--- config.mk ---
export PLATFORM = sky130hd
export DESIGN_NAME = mem_port_arbiter
export DESIGN_NICKNAME = d
export VERILOG_FILES = /design/src/rtl/mem_port_arbiter.sv
export SDC_FILE = /design/constraint.sdc
export NUM_CORES = 1
export LEC_CHECK = 0
export CAP_MARGIN = 20
export CORE_AREA = 3 3 119 98
export CTS_CLUSTER_DIAMETER = 100
export DETAILED_ROUTE_END_ITERATION = 8
export DIE_AREA = 0 0 122 101
export DONT_BUFFER_PORTS = 1
export PLACE_DENSITY = 0.72
export SLEW_MARGIN = 5
export SYNTH_ARGS = -nofsm -noshare
export SYNTH_HDL_FRONTEND = slang
export SYNTH_SLANG_ARGS = --single-unit
--- constraint.sdc ---
create_clock -name clk -period 1.3 [get_ports clk]
set_input_delay 0.195 -clock clk [delete_from_list [all_inputs] [get_ports clk]]
set_output_delay 0.195 -clock clk [all_outputs]
set_load 0.005 [all_outputs]
--- src/rtl/mem_port_arbiter.sv ---
// mem_port_arbiter: shares one single-port memory between the instruction-fetch
// requester (i_*) and the load/store requester (d_*). Each access runs a fixed
// IDLE -> ISSUE -> WAIT -> RESP sequence with no overlap between accesses.
// Data requests win arbitration, except that fetch is forced through after
// STARVE_MAX consecutive data grants made while fetch was waiting.

module mem_port_arbiter #(
    parameter int AW         = 32,
    parameter int DW         = 32,
    parameter int MEM_LAT    = 1,
    parameter int STARVE_MAX = 4
) (
    input  logic            clk,
    input  logic            rst,

    input  logic            i_req,
    input  logic [AW-1:0]   i_addr,
    output logic            i_gnt,
    output logic            i_rvalid,
    output logic [DW-1:0]   i_rdata,

    input  logic            d_req,
    input  logic            d_we,
    input  logic [DW/8-1:0] d_be,
    input  logic [AW-1:0]   d_addr,
    input  logic [DW-1:0]   d_wdata,
    output logic            d_gnt,
    output logic            d_rvalid,
    output logic [DW-1:0]   d_rdata,

    output logic            m_en,
    output logic            m_we,
    output logic [DW/8-1:0] m_be,
    output logic [AW-1:0]   m_addr,
    output logic [DW-1:0]   m_wdata,
    input  logic [DW-1:0]   m_rdata,

    output logic            busy
);

    localparam int BW = DW / 8;
    localparam int CW = (MEM_LAT < 1) ? 1 : $clog2(MEM_LAT + 1);
    localparam int SW = (STARVE_MAX < 1) ? 1 : $clog2(STARVE_MAX + 1);

    localparam logic [CW-1:0] CNT_LOAD   = CW'(MEM_LAT);
    localparam logic [CW-1:0] CNT_ONE    = CW'(1);
    localparam logic [SW-1:0] STARVE_LIM = SW'(STARVE_MAX);
    localparam logic [SW-1:0] STARVE_ONE = SW'(1);

    localparam logic [1:0] S_IDLE  = 2'd0;
    localparam logic [1:0] S_ISSUE = 2'd1;
    localparam logic [1:0] S_WAIT  = 2'd2;
    localparam logic [1:0] S_RESP  = 2'd3;

    logic [1:0]    state;
    logic [1:0]    state_nxt;
    logic [CW-1:0] cnt;
    logic [SW-1:0] starve_cnt;

    // Latched description of the access in flight
    logic          owner_d;   // 1 = load/store owns the access, 0 = fetch
    logic          we_q;

    logic          any_req;
    logic          pick_i;
    logic          arb_fire;
    logic          wait_last;

    // Arbitration: data first, fetch only when data is idle or fetch is starved
    always_comb begin
        any_req   = i_req | d_req;
        pick_i    = i_req & (~d_req | (starve_cnt == STARVE_LIM));
        arb_fire  = (state == S_IDLE) & any_req;
        wait_last = (state == S_WAIT) & (cnt == CNT_ONE);
    end

    // Next-state selection for the fixed access sequence
    always_comb begin
        state_nxt = state;
        case (state)
            S_IDLE:  if (any_req)   state_nxt = S_ISSUE;
            S_ISSUE:                state_nxt = S_WAIT;
            S_WAIT:  if (wait_last) state_nxt = S_RESP;
            S_RESP:                 state_nxt = S_IDLE;
            default:                state_nxt = S_IDLE;
        endcase
    end

    // State register; reset aborts any access in flight
    always_ff @(posedge clk) begin
        if (rst) begin
            state <= S_IDLE;
        end else begin
            state <= state_nxt;
        end
    end

    // Latch the winning request's fields at the arbitration edge
    always_ff @(posedge clk) begin
        if (rst) begin
            owner_d <= 1'b0;
            we_q    <= 1'b0;
            m_be    <= '0;
            m_addr  <= '0;
            m_wdata <= '0;
        end else if (arb_fire) begin
            if (pick_i) begin
                owner_d <= 1'b0;
                we_q    <= 1'b0;
                m_be    <= '1;
                m_addr  <= i_addr;
                m_wdata <= '0;
            end else begin
                owner_d <= 1'b1;
                we_q    <= d_we;
                m_be    <= d_we ? d_be : {BW{1'b1}};
                m_addr  <= d_addr;
                m_wdata <= d_wdata;
            end
        end
    end

    // Latency counter: loaded in ISSUE, counts down through WAIT
    always_ff @(posedge clk) begin
        if (rst) begin
            cnt <= '0;
        end else if (state == S_ISSUE) begin
            cnt <= CNT_LOAD;
        end else if (state == S_WAIT) begin
            cnt <= cnt - CNT_ONE;
        end
    end

    // Starvation counter: counts data wins while fetch waits, saturating
    always_ff @(posedge clk) begin
        if (rst) begin
            starve_cnt <= '0;
        end else if (state == S_IDLE) begin
            if (!i_req || pick_i) begin
                starve_cnt <= '0;
            end else if (starve_cnt != STARVE_LIM) begin
                starve_cnt <= starve_cnt + STARVE_ONE;
            end
        end
    end

    // Capture read data on the final WAIT edge; stores leave d_rdata untouched
    always_ff @(posedge clk) begin
        if (rst) begin
            i_rdata <= '0;
            d_rdata <= '0;
        end else if (wait_last && !we_q) begin
            if (owner_d) begin
                d_rdata <= m_rdata;
            end else begin
                i_rdata <= m_rdata;
            end
        end
    end

    // Strobes decode directly from state so each is exactly one cycle per access
    always_comb begin
        m_en     = (state == S_ISSUE);
        m_we     = m_en & we_q;
        i_gnt    = m_en & ~owner_d;
        d_gnt    = m_en & owner_d;
        i_rvalid = (state == S_RESP) & ~owner_d;
        d_rvalid = (state == S_RESP) & owner_d;
        busy     = (state != S_IDLE);
    end

endmodule

== Yosys cells after proc, flatten, opt, wreduce, memory -nomap -nowiden ==
Index checks and enable logic that the tools add are counted.
Word-level totals
  flip-flop bits (word level): 140
  latch bits: 0
  RAM bits: 0
  ROM bits: 0
  input port bits: 137
  output and inout bits: 139
  logic and storage cells: 56
  memories: 0
Operators by class
  add/sub/neg operators: 2
  multiply operators: 0
  div/mod/pow operators: 0
  $lt $le $gt $ge: 0
  equality and inequality tests: 7
  shifts and indexed selects: 0
  multiplexer cells: 13
  bitwise operators: 12
  reduce and logical (&&, ||, !) cells: 12
Operators with widths (number)
  2-to-1 mux 32 bit: 2
  bitwise AND 1 bit: 8
  2-to-1 mux 4 bit: 2
  one-hot mux 2 bit (4 select lines): 1
  AND reduction 2 bit: 4
  2-to-1 mux 3 bit: 2
  nonzero test 2 bit: 3
  equality test 2 bit (second input constant): 2
  2-to-1 mux 1 bit: 4
  2-to-1 mux 2 bit: 2
  != test 2 bit (second input constant): 2
  adder 3 x 1 -> 3 bit (second input constant): 1
  equality test 3 bit (second input constant): 1
  != test 3 bit (second input constant): 1
  equality test 2 x 1 -> 1 bit (second input constant): 1
  zero test 1 bit: 2
  zero test 2 bit: 1
  NOT 1 bit: 2
  OR 1 bit: 2
  logical AND 1 bit: 1
  logical OR 1 bit: 1
  subtractor 1 bit (second input constant): 1

== Longest topological paths before layout ==
Gate-level depths: netlist (run 1).
  depth in word-level cells: 6
  mapped depth: 7
  mapped depth without buffers: 5

== Worst setup path after synthesis (run 1) ==
Ideal clock, no wire load.
  kind: flip-flop to flip-flop
  from: register state[0]
  to: register state[1]
  library setup time: 0.067 ns
  data arrival time: 1.363 ns
  required time: 1.233 ns
  setup slack: -0.130 ns
  cell stages (with the launch flop): 6
  path buffers: 0
  clock period less this slack: 1.430 ns
  cell sequence: dfxtp_1 -> inv_1 -> ha_1 -> or3b_4 -> a21o_1 -> a21oi_2
On the way
  longest elaborated chain between the ends: 4
  elaborated cells on any way between the ends: 9
  classes of those cells: eq/ne (5); mux (1); bitwise (1); reduce/logical (2)
Ends and longest elaborated chain
  start: declaration: RTL line 55  | logic [1:0] state;
  start signal: assignment: RTL line 94  | state <= state_nxt;
  equality test 2 bit: RTL line 74, 80
  bitwise AND 1 bit: RTL line 74  | wait_last = (state == S_WAIT) & (cnt == CNT_ONE);
  != test 2 bit (no line)
  AND reduction 2 bit (no line)
Parallel ways exist; a longest one is shown, timed or not.
A chain may end at the register's enable or synchronous reset.

== Final worst setup path (run 1) ==
  from: register state[1]
  to: register i_rdata[15]
On the way
  longest elaborated chain between the ends: 4
Ends and longest elaborated chain
  equality test 2 bit: RTL line 74
  bitwise AND 1 bit: RTL line 74
  logical AND 1 bit: RTL line 152  | end else if (wait_last && !we_q) begin
  AND reduction 2 bit (no line)
  end signal: assignment: RTL line 156  | i_rdata <= m_rdata;
  end: declaration: RTL line 20  | output logic [DW-1:0] i_rdata,
No other way between the ends.

==> results of run 1 <==
## state kept, by name, summed over array words and instances (netlist names), 2 cells and up
signal,cells
d_rdata,32
i_rdata,32
m_addr,32
m_wdata,32
m_be,4
starve_cnt,3
state,2
## area by class of cell
class / instances / area share [%]
Inverter: 7 / 0.3933
Clock buffer: 18 / 4.996
Multi-Input combinational cell: 473 / 39.64
Tap cell: 144 / 2.098
Antenna cell: 1 / 0.02913
Timing Repair Buffer: 108 / 18.41
Clock inverter: 14 / 1.704
Sequential cell: 140 / 32.73
## through the flow
step           hold slack [ps]  area [um^2]  setup TNS [ps]
2_1_floorplan            331.0         5767          -9.204
3_3_place_gp             265.8         5863          -639.5
3_5_place_dp             274.6         5863           -3987
4_1_cts                 -158.9         7594          -11330
5_1_grt                 -176.1         8589          -29630
6_report                -154.7         8589          -24050
## timing repair
item                       in CTS  in global routing
hold endpoints to repair      139                110
setup endpoints to repair     119                146
gates resized for setup        85                188
pin swaps                      21                 71
hold buffers                   42                  1
buffers inserted               15                  5
cloned                         12                 13
## power breakdown
part           internal [mW]  switching, mW
registers               4.99          0.706
logic                   3.25           3.06
clock network           2.83           1.94
## layer usage
| layer | global-route usage (%) | up-vias |
|---|---|---|
| met4 | 13.44 | 0 |
| met5 | 0 | - |
| li1 | - | 2526 |
| met2 | 49.83 | 454 |
| met3 | 12.91 | 108 |
| met1 | 34.61 | 2777 |
## cells by family after synthesis
family,share of synthesized area [%]
buf+inv,7.835
mux,0.1746
simple gates,13.23
xor+xnor,0.3056
flops,48.89
fa+ha+maj,1.528
compound gates,28.04
## worst max path at each step
| stage | start | to | cells past startpoint | slack (ps) |
|---|---|---|---|---|
| final | state[1] | i_rdata[15] | 7 | -320 |
| after global routing | state[1] | i_rdata[16] | 7 | -330 |
| after CTS | state[1] | m_we | 4 | -160 |
| after detailed placement | starve_cnt[0] | m_addr[10] | 6 | -100 |
| after global placement | starve_cnt[0] | m_wdata[15] | 6 | -60 |
| after floorplan | state[1] | state[1] | 5 | -9 |
## cell usage in the layout, fill, tap and decap left out, types with 11 or more instances in the layout
cell	count
o211ai_1	22
a21oi_2	62
nand2_4	26
o21ai_2	15
nand2_2	20
clkbuf_16	27
buf_12	16
a31oi_1	17
a31oi_4	11
a21oi_1	72
nand2_1	116
buf_16	11
o21ai_1	44
buf_4	14
dfxtp_1	135
dlygate4sd3_1	43
## worst register-to-register path, stage by stage (launching register included)
cell	delay, ps
dfxtp_4	370
buf_6	110
ha_4	170
nor4bb_4	280
buf_4	220
buf_12	160
nand2_2	90
a21oi_2	160
==> reports/results.txt, run 1 <==
The reported leakage power is 3.086 nW, and the final-report max-slew violation count is 0. The number of non-filler instances in the completed layout is 905. At the placement stage, the worst setup path has a slack of -101.8 ps. The horizontal die dimension is 122 um.

The worst setup path is launched from a flip-flop. Initial antenna violation count: 1. The checks that failed: hold timing, setup timing. For the critical path data arrival time, the log shows 1960 ps. dfxtp_1 takes more of the synthesized area than any other cell. The tools report the sort of element at the end of the critical path as a flip-flop. Total vias in the final route: 5865.

The insertion delay of the later-clocked pin in the worst-skew pair is 410 ps, and the all-layer global routing usage is 30.35%. TritonCTS built the clock tree. The routability congestion estimate from global placement is 0.8011, and the routed wire length per instance is 25.41 um. The startpoint identified for the worst register-to-register timing path is state[1]. The wire-length estimate of the detail-placed layout is 10640 um.

The critical path goes through buf_6 -> ha_4 -> nor4bb_4 -> buf_4 -> buf_12 -> nand2_2 -> a21oi_2. For this run, the post-layout net count is 891. The hold path depth was 1. The most numerous cell in the Yosys netlist is nand2_1.

The slew at the pin with the worst max-slew slack works out to 808.2 ps. In this run the standard cell core region covers 0.01068 mm^2. Input and output buffers added on the ports amount to 0. The run gives 53.69% as the starting utilization of the core area. For the number of inserted filler cells in the final layout, the log shows 575.

In the synthesized netlist, the cells that appear most often are 162 x nand2_1, 140 x dfxtp_1, 133 x a21oi_1. The worst pin sits at a relative slew slack of 46.04%. On the critical path the largest part of the delay comes from buffers and inverters.

The cell sitting at the root of the clock tree is a clkbuf_16. The fraction of post-synthesis cell area in the top cell type by area works out to 48.89%. The power density over the cells was 1955 mW/mm^2.

The highest layer used for signal routing is met4. After clock tree synthesis, the clock-pin slew on the worst setup and hold paths is 60 ps. The beginning of the worst hold path is rst.

The tool flagged a number of max-cap violations equal to 0. Synthesis produced a netlist with a net count of 831. Synthesis instantiated 42 different standard cells from the library. In this run the deepest clock path goes through 2 buffers. The worst hold path terminates at m_wdata[24].

The pin count of the biggest net entering global routing is 105. The combined buffer and inverter count along the critical path is 3, and the number of warnings reported in the yosys synthesis log is 0. The logs give 1640 ps for the data required time of the critical path and -320 ps for the worst reg-to-reg setup slack. Summed over all layers, the routed wires come to 22990 um.

At the end of the flow the core is filled with cells to 80.44%. The completed layout was analyzed and its total power is 16.79 mW. The wire length of the first global-routing pass was 28940 um. The tools report the area taken by flip-flops and latches as 0.002811 mm^2.

The post-route met1 wirelength is 8345 um, and the die footprint is 0.01232 mm^2. Of the synthesized area, sequential elements account for 48.89%. Buffers inserted during clock tree synthesis total 17. Delay contributed by the slowest stage of the critical path: 370 ps. The worst min-delay path class is input pin to flip-flop. Setup repair after global routing could not meet its margin everywhere. The run gives 34 as the row count. The logs give 0 for the overall overflow remaining after global route and 687 for the number of instances in the synthesized netlist.

For the final antenna-violating net count, the log shows 0. In the synthesized netlist the dominant register cell turns out to be dfxtp_1. For this design the top-level I/O count stands at 276. The number of design-rule violations left by the first detailed-router iteration came out at 585. Yosys attributes the largest share of cell area to dfxtp_1 49%, a21oi_1 12%, nand2_1 11%, o21ai_0 4.0%, a31oi_1 3.5%.

The met3 layer wire length in the routed design is 2857 um. The flow ran to the end, but the final reports show violations. Counting cells, the worst reg-to-reg path comes to 7. The sum of met2 wire segment lengths after detailed routing is 10930 um.

The final critical-path required period was 1622 ps. The fraction of layout instances using a drive strength above 1 works out to 37.37%. Dividing the detail-routed via count by the number of cells gives 6.481.

The period utilization was 124.8%; the netlist area before placement was 0.005733 mm^2. Worst setup path category: flip-flop to flip-flop. Final setup slack of the worst path: -322.4 ps. The maximum fanout along the worst path works out to 8.

In the routed design, unresolved DRC markers number 0. The synthesized design contains 0 enable-type register cells. For the worst-case hold slack, the log shows -154.7 ps. Master of the slowest instance on the critical path: dfxtp_4. In this run the critical register-to-register path is captured at i_rdata[15]. Of all flip-flops after synthesis, the portion carrying an async set or reset was 0%.

The largest voltage drop on the vdd net was 0.001172 V. Synthesis inferred 140 register bits. The logs give 11.10 ps for the worst-case clock skew and 5417 for the via count of the first global-routing pass.

CTS saw 140 sinks. The area growth from synthesis to layout is 49.83%. Setup violations remaining at the end of the flow were counted as 143. The multi-input combinational cells in the finished layout cover a total of 0.003405 mm^2.

The die is 101 um tall. The tools report the final hold violation count as 108. The average cell area after synthesis was 8.345 um^2. The maximum operating frequency was 616.4 MHz; the post-placement cell count was 786. The first TritonRoute pass finished after 7 iterations.

The H-tree was split into 4 levels.
(Power assumes the default switching activity.)
==> run 2: changes to the inputs <==
CAP_MARGIN = default   (was 20)
==> results of run 2 <==
The final DEF is identical to that of run 1; final timing and power are the same.
==> run 3: changes to the inputs <==
PLACE_DENSITY = 0.79   (was 0.72)
SKIP_CTS_REPAIR_TIMING = 1   (was default)
==> reports/results.txt, run 3 (synthesized netlist as in run 1, its figures left out) <==
After filler insertion, the fill cell instance count of the layout stands at 596. The tools report the sort of element at the end of the critical path as a flip-flop. The top cell types in the final layout, fill and taps aside, are 150 x nand2_1, 136 x dfxtp_1, 86 x a21oi_1, 48 x a21oi_2, 45 x dlygate4sd3_1.

The layout overhead on the synthesized area is 50.85%. The worst min-delay path class is input pin to flip-flop. The worst-case setup slack after placement is -92.56 ps, and the horizontal die dimension is 122 um. The clock arrives with 16.20 ps of skew. The run gives 0.001334 V as the largest voltage drop on the vdd net. Grouping stages by cell kind, the critical path spends the most delay in compound AO/OA/AOI/OAI gates.

Counting both buffers and inverters, the worst setup path holds a total of 3. The number of non-filler instances in the completed layout is 910, and the final setup violation count is 146. The worst register-to-register path ends at m_addr[6].

The via count of the first global-routing pass was 4586. The final critical path takes up 121.1% of the cycle. At the end of the flow the core is filled with cells to 80.99%. The first global-routing pass estimated 23410 um of wire.

In this run the count of I/O pins placed on the die edge is 276. In this run, the number of DRC markers left after iteration 0 of detailed routing was 451. Leaving out fill and tap cells, the most frequent cell in the layout is nand2_1. The tools report the area taken by flip-flops and latches as 0.002810 mm^2. The checks that failed: hold timing, setup timing.

The worst setup path is of the flip-flop to flip-flop kind. The final critical-path required period is 1575 ps. STA classifies the critical path startpoint as a flip-flop. The iteration count of the initial detailed-routing pass came out at 6. Launch instance of the worst register-to-register path: starve_cnt[0]. The routability congestion estimate from global placement was 0.8324. The tools report the standard cell core area as 0.01068 mm^2. The tools report the critical path data arrival time as 1880 ps.

The run gives 1 as the initial antenna violation count. In this run the tightest slew margin relative to its limit is 25.11%. The total clock sinks was 140; the slew at the pin with the worst max-slew slack was 1122 ps. The signal on the critical path passes through inv_2 -> ha_4 -> a21boi_4 -> buf_6 -> clkbuf_16 -> o21ai_0 -> a21oi_1. The run gives 106 as the final hold violation count. The floorplan has 34 rows. Setup repair after global routing could not meet its margin everywhere. The floorplan step defined a die boundary enclosing 0.01232 mm^2.

The number of vias per cell was 6.562; the largest buffer count on any clock path was 2. The later pin in the worst-skew pair is clocked with a latency of 420 ps. The tools report the beginning of the worst hold path as rst. Entering global routing, the biggest net connects 105 pins.

Clock-pin slew was measured on the worst setup and hold paths at 60 ps. In this run the remaining antenna-violating nets after routing total 0. Buffers inserted during clock tree synthesis total 17.

The analysis attributes to cell leakage a power of 2.907 nW. The sum of internal, switching and leakage power was 17.28 mW; the final-report max-slew violation count was 0. The tools report the DRC violation count after routing as 0. Across the run, the number of max-cap violations was 0. The maximum operating frequency was 635.0 MHz; the worst-case reg-to-reg path depth was 7.

Of the cells placed in the final design, the portion with a size suffix greater than 1 is 35.42%. For the multi-input combinational cell area, the log shows 0.003460 mm^2. The number of buffer cells added on primary ports came out at 0. The largest individual stage delay along the critical path comes from the cell dfxtp_2. Of all nets on the critical path, the largest fanout is 7. The flow ran to the end, but the final reports show violations.

The routed wire length per instance is 27.11 um. The final setup slack of the worst path is -274.7 ps. The post-layout net count was 896; the all-layer global routing usage was 23.67%.

For this design the ratio of total power to cell area is 1998 mW/mm^2. Buffer cell driving the clock tree root: clkbuf_16. For the worst setup path, the data required time is 1610 ps. The path with the worst hold slack has its endpoint at m_wdata[15]. Wires add up to 24670 um.

On the worst path, the slowest cell contributes a delay of 340 ps. The floorplan die height works out to 101 um. The run gives -138.3 ps as the worst-case hold slack. The cell area reported after detailed placement came out at 0.005846 mm^2.

The logs give 5971 for the total vias in the final route and 4 for the number of H-tree branching levels. The hold path depth was 1; the starting utilization of the core area was 53.69%. The worst reg-to-reg setup slack is -270 ps, and the post-placement cell count is 787.

After global routing the overflow that remains totals 0. After legalization and detailed placement, the total HPWL measured 10500 um. The run gives 0.008648 mm^2 as the post-route standard cell area excluding fillers. TritonCTS built the clock tree.
[run 3: how the worst max path moves through the flow]
stage               depth (start not counted)           from        end
global placement                            5       state[0]   state[1]
detailed placement                          6  starve_cnt[1]  m_addr[0]
CTS                                         4       state[1]      d_gnt
finish                                      7  starve_cnt[0]  m_addr[6]
global route                                7       state[1]    m_be[3]
floorplan                                   5       state[1]   state[1]
[run 3: per-stage QoR]
stage	hold slack, ps	TNS, ps
floorplan	331.0	-9.204
global placement	263.0	-19.66
detailed placement	265.9	-2674
CTS	-165.6	-5890
global route	-170.3	-24380
finish	-138.3	-17480
[run 3: layout make-up]
| class | count | share of cell area (%) |
|---|---|---|
| Antenna cell | 1 | 0.02894 |
| Clock buffer | 18 | 4.962 |
| Clock inverter | 14 | 2.228 |
| Inverter | 7 | 0.3906 |
| Multi-Input combinational cell | 474 | 40.00 |
| Sequential cell | 140 | 32.49 |
| Tap cell | 144 | 2.083 |
| Timing Repair Buffer | 112 | 17.81 |
[run 3: per-layer routing]
metal | GRT usage [%] | wire, um | vias up
li1 | - | - | 2535
met1 | 27.67 | 8422 | 2852
met2 | 40.24 | 12150 | 464
met3 | 9.315 | 2747 | 120
met4 | 7.235 | 1349 | 0
met5 | 0 | 0 | -
[run 3: where the power goes]
group          total [mW]  switching [mW]  internal [mW]
sequential           5.77           0.776           4.99
clock                5.15            1.93           3.22
combinational        6.37            3.34           3.03
total                17.3            6.05           11.2
[run 3: worst reg2reg max path: stages (launching register included)]
cell and delay (ps):
dfxtp_2 340, inv_2 50, ha_4 170, a21boi_4 220, buf_6 180, clkbuf_16 180, o21ai_0 100, a21oi_1 240
==> patch (settings of run 3) <==
Change the parameter `STARVE_MAX` from 4 to 2.
--- a/src/rtl/mem_port_arbiter.sv
+++ b/src/rtl/mem_port_arbiter.sv
@@ -8,7 +8,7 @@
     parameter int AW         = 32,
     parameter int DW         = 32,
     parameter int MEM_LAT    = 1,
-    parameter int STARVE_MAX = 4
+    parameter int STARVE_MAX = 2
 ) (
     input  logic            clk,
     input  logic            rst,
Check against the original RTL: not equivalent (a bounded check fails within 10 cycles, from zero or initial values and one cycle with rst high).
==> patch against run 3 <==
- the run still ends with hold timing, setup timing left
- routed wire length decreased by 26%
- design area is 12% lower
- sequential power is 4.2% lower
- setup slack better by 0.072 ns
- sequential cell count is 1 lower
- synthesized cell count shrank 11%
- power decreased by 20%
- area after synthesis shrank 6.7%
- critical path type unchanged
- largest cell class unchanged
==> patch: results (changes against run 3) <==
| Metric | Value |
|---|---|
| Failing checks | hold timing, setup timing |
| Vias/cell | 6.08 (-7.3%) |
| Setup slack after layout | -0.203 ns (+0.0721 ns) |
| Area post-placement | 0.00553 sq mm (-5.4%) |
| Outcome | complete, but fails checks |
| Hold Vio Cnt, Final | 107 (+0.94%) |
| Comb pwr share | 24.3% (-13 points) |
| Syn nets | 756 (-9.0%) |
| WHS | -0.136 ns (+0.00242 ns) |
| WL met2 | 8910 microns (-27%) |
| Clock skew | 0.00767 ns (-0.00853 ns) |
| Hold Path End | m_addr[10] |
| Vias in the first global route | 4205 (-8.3%) |
| Post-layout instance area | 0.00760 sq mm (-12%) |
| RePlAce Congestion | 0.734 (-12%) |
| Relative slew slack | 73.6% (+48 points) |
| # placed instances | 722 (-8.3%) |
| Final count of negative-setup-slack endpoints | 141 (-3.4%) |
| Power per standard cell area | 1820 mW/mm^2 (-8.8%) |
| First-pass GRT wire length | 21200 microns (-9.5%) |
| Antenna Diode Count | 0 (-1) |
| HPWL Detailed | 9830 microns (-6.4%) |
| Sum Neg Setup Slack | -15.99 ns (+1.49 ns) |
| Pre-CTS setup slack | -0.235 ns (-0.143 ns) |
| Crit-path leading delay family | simple AND/OR/NAND/NOR gates |
| Largest cells by area after synthesis | dfxtp_1 52%, nand2_1 9.3%, a21oi_1 6.1% |
| Count of different cell masters after synthesis | 32 (-24%) |
| Switch Pwr | 4250 uW (-30%) |
| Peak VDD IR | 1.08 mV (-19%) |
| Global-route usage over all layers | 21.4% (-2.3 points) |
| Met3 wire len | 1630 microns (-41%) |
| Initial antenna violation count | 0 (-1) |
| Mapped Cells | 612 (-11%) |
-- patch: changes by cell type in the layout (fill, tap and decap cells not counted), sizes merged, moves of 31 or more --
cell and delta:
a31oi -32, a22o +32, o211ai -31, a311oi +36
nor2 +38, o21ai -34, a21oi -67, nand3 +31
-- patch: how the worst max path moves through the flow --
stage	start	cells past startpoint	end
final	state[1]	6	i_rdata[12]
after global routing	state[0]	7	i_rdata[12]
after CTS	state[1]	4	m_we
after detailed placement	state[0]	5	m_wdata[3]
after global placement	state[1]	5	m_wdata[4]
after floorplan	state[1]	7	m_wdata[0]
-- patch: cell type report --
class,count,share of cell area [%]
clock buffer,18,5.78
clock inverter,13,2.21
inverter,6,0.362
multi-input combinational,413,40.2
sequential,139,36.7
tap,144,2.37
timing repair buffer,72,12.4
-- patch: logic make-up (layout without fill, tap and decap cells) --
family	Yosys count	in the layout	synth area share, %
AOI/OAI and AO/OA	176	176	21.8
DFF	139	139	52.0
and+or+nand+nor	229	230	18.4
buffers and inverters	61	109	6.20
adders and majority gates	7	7	1.64
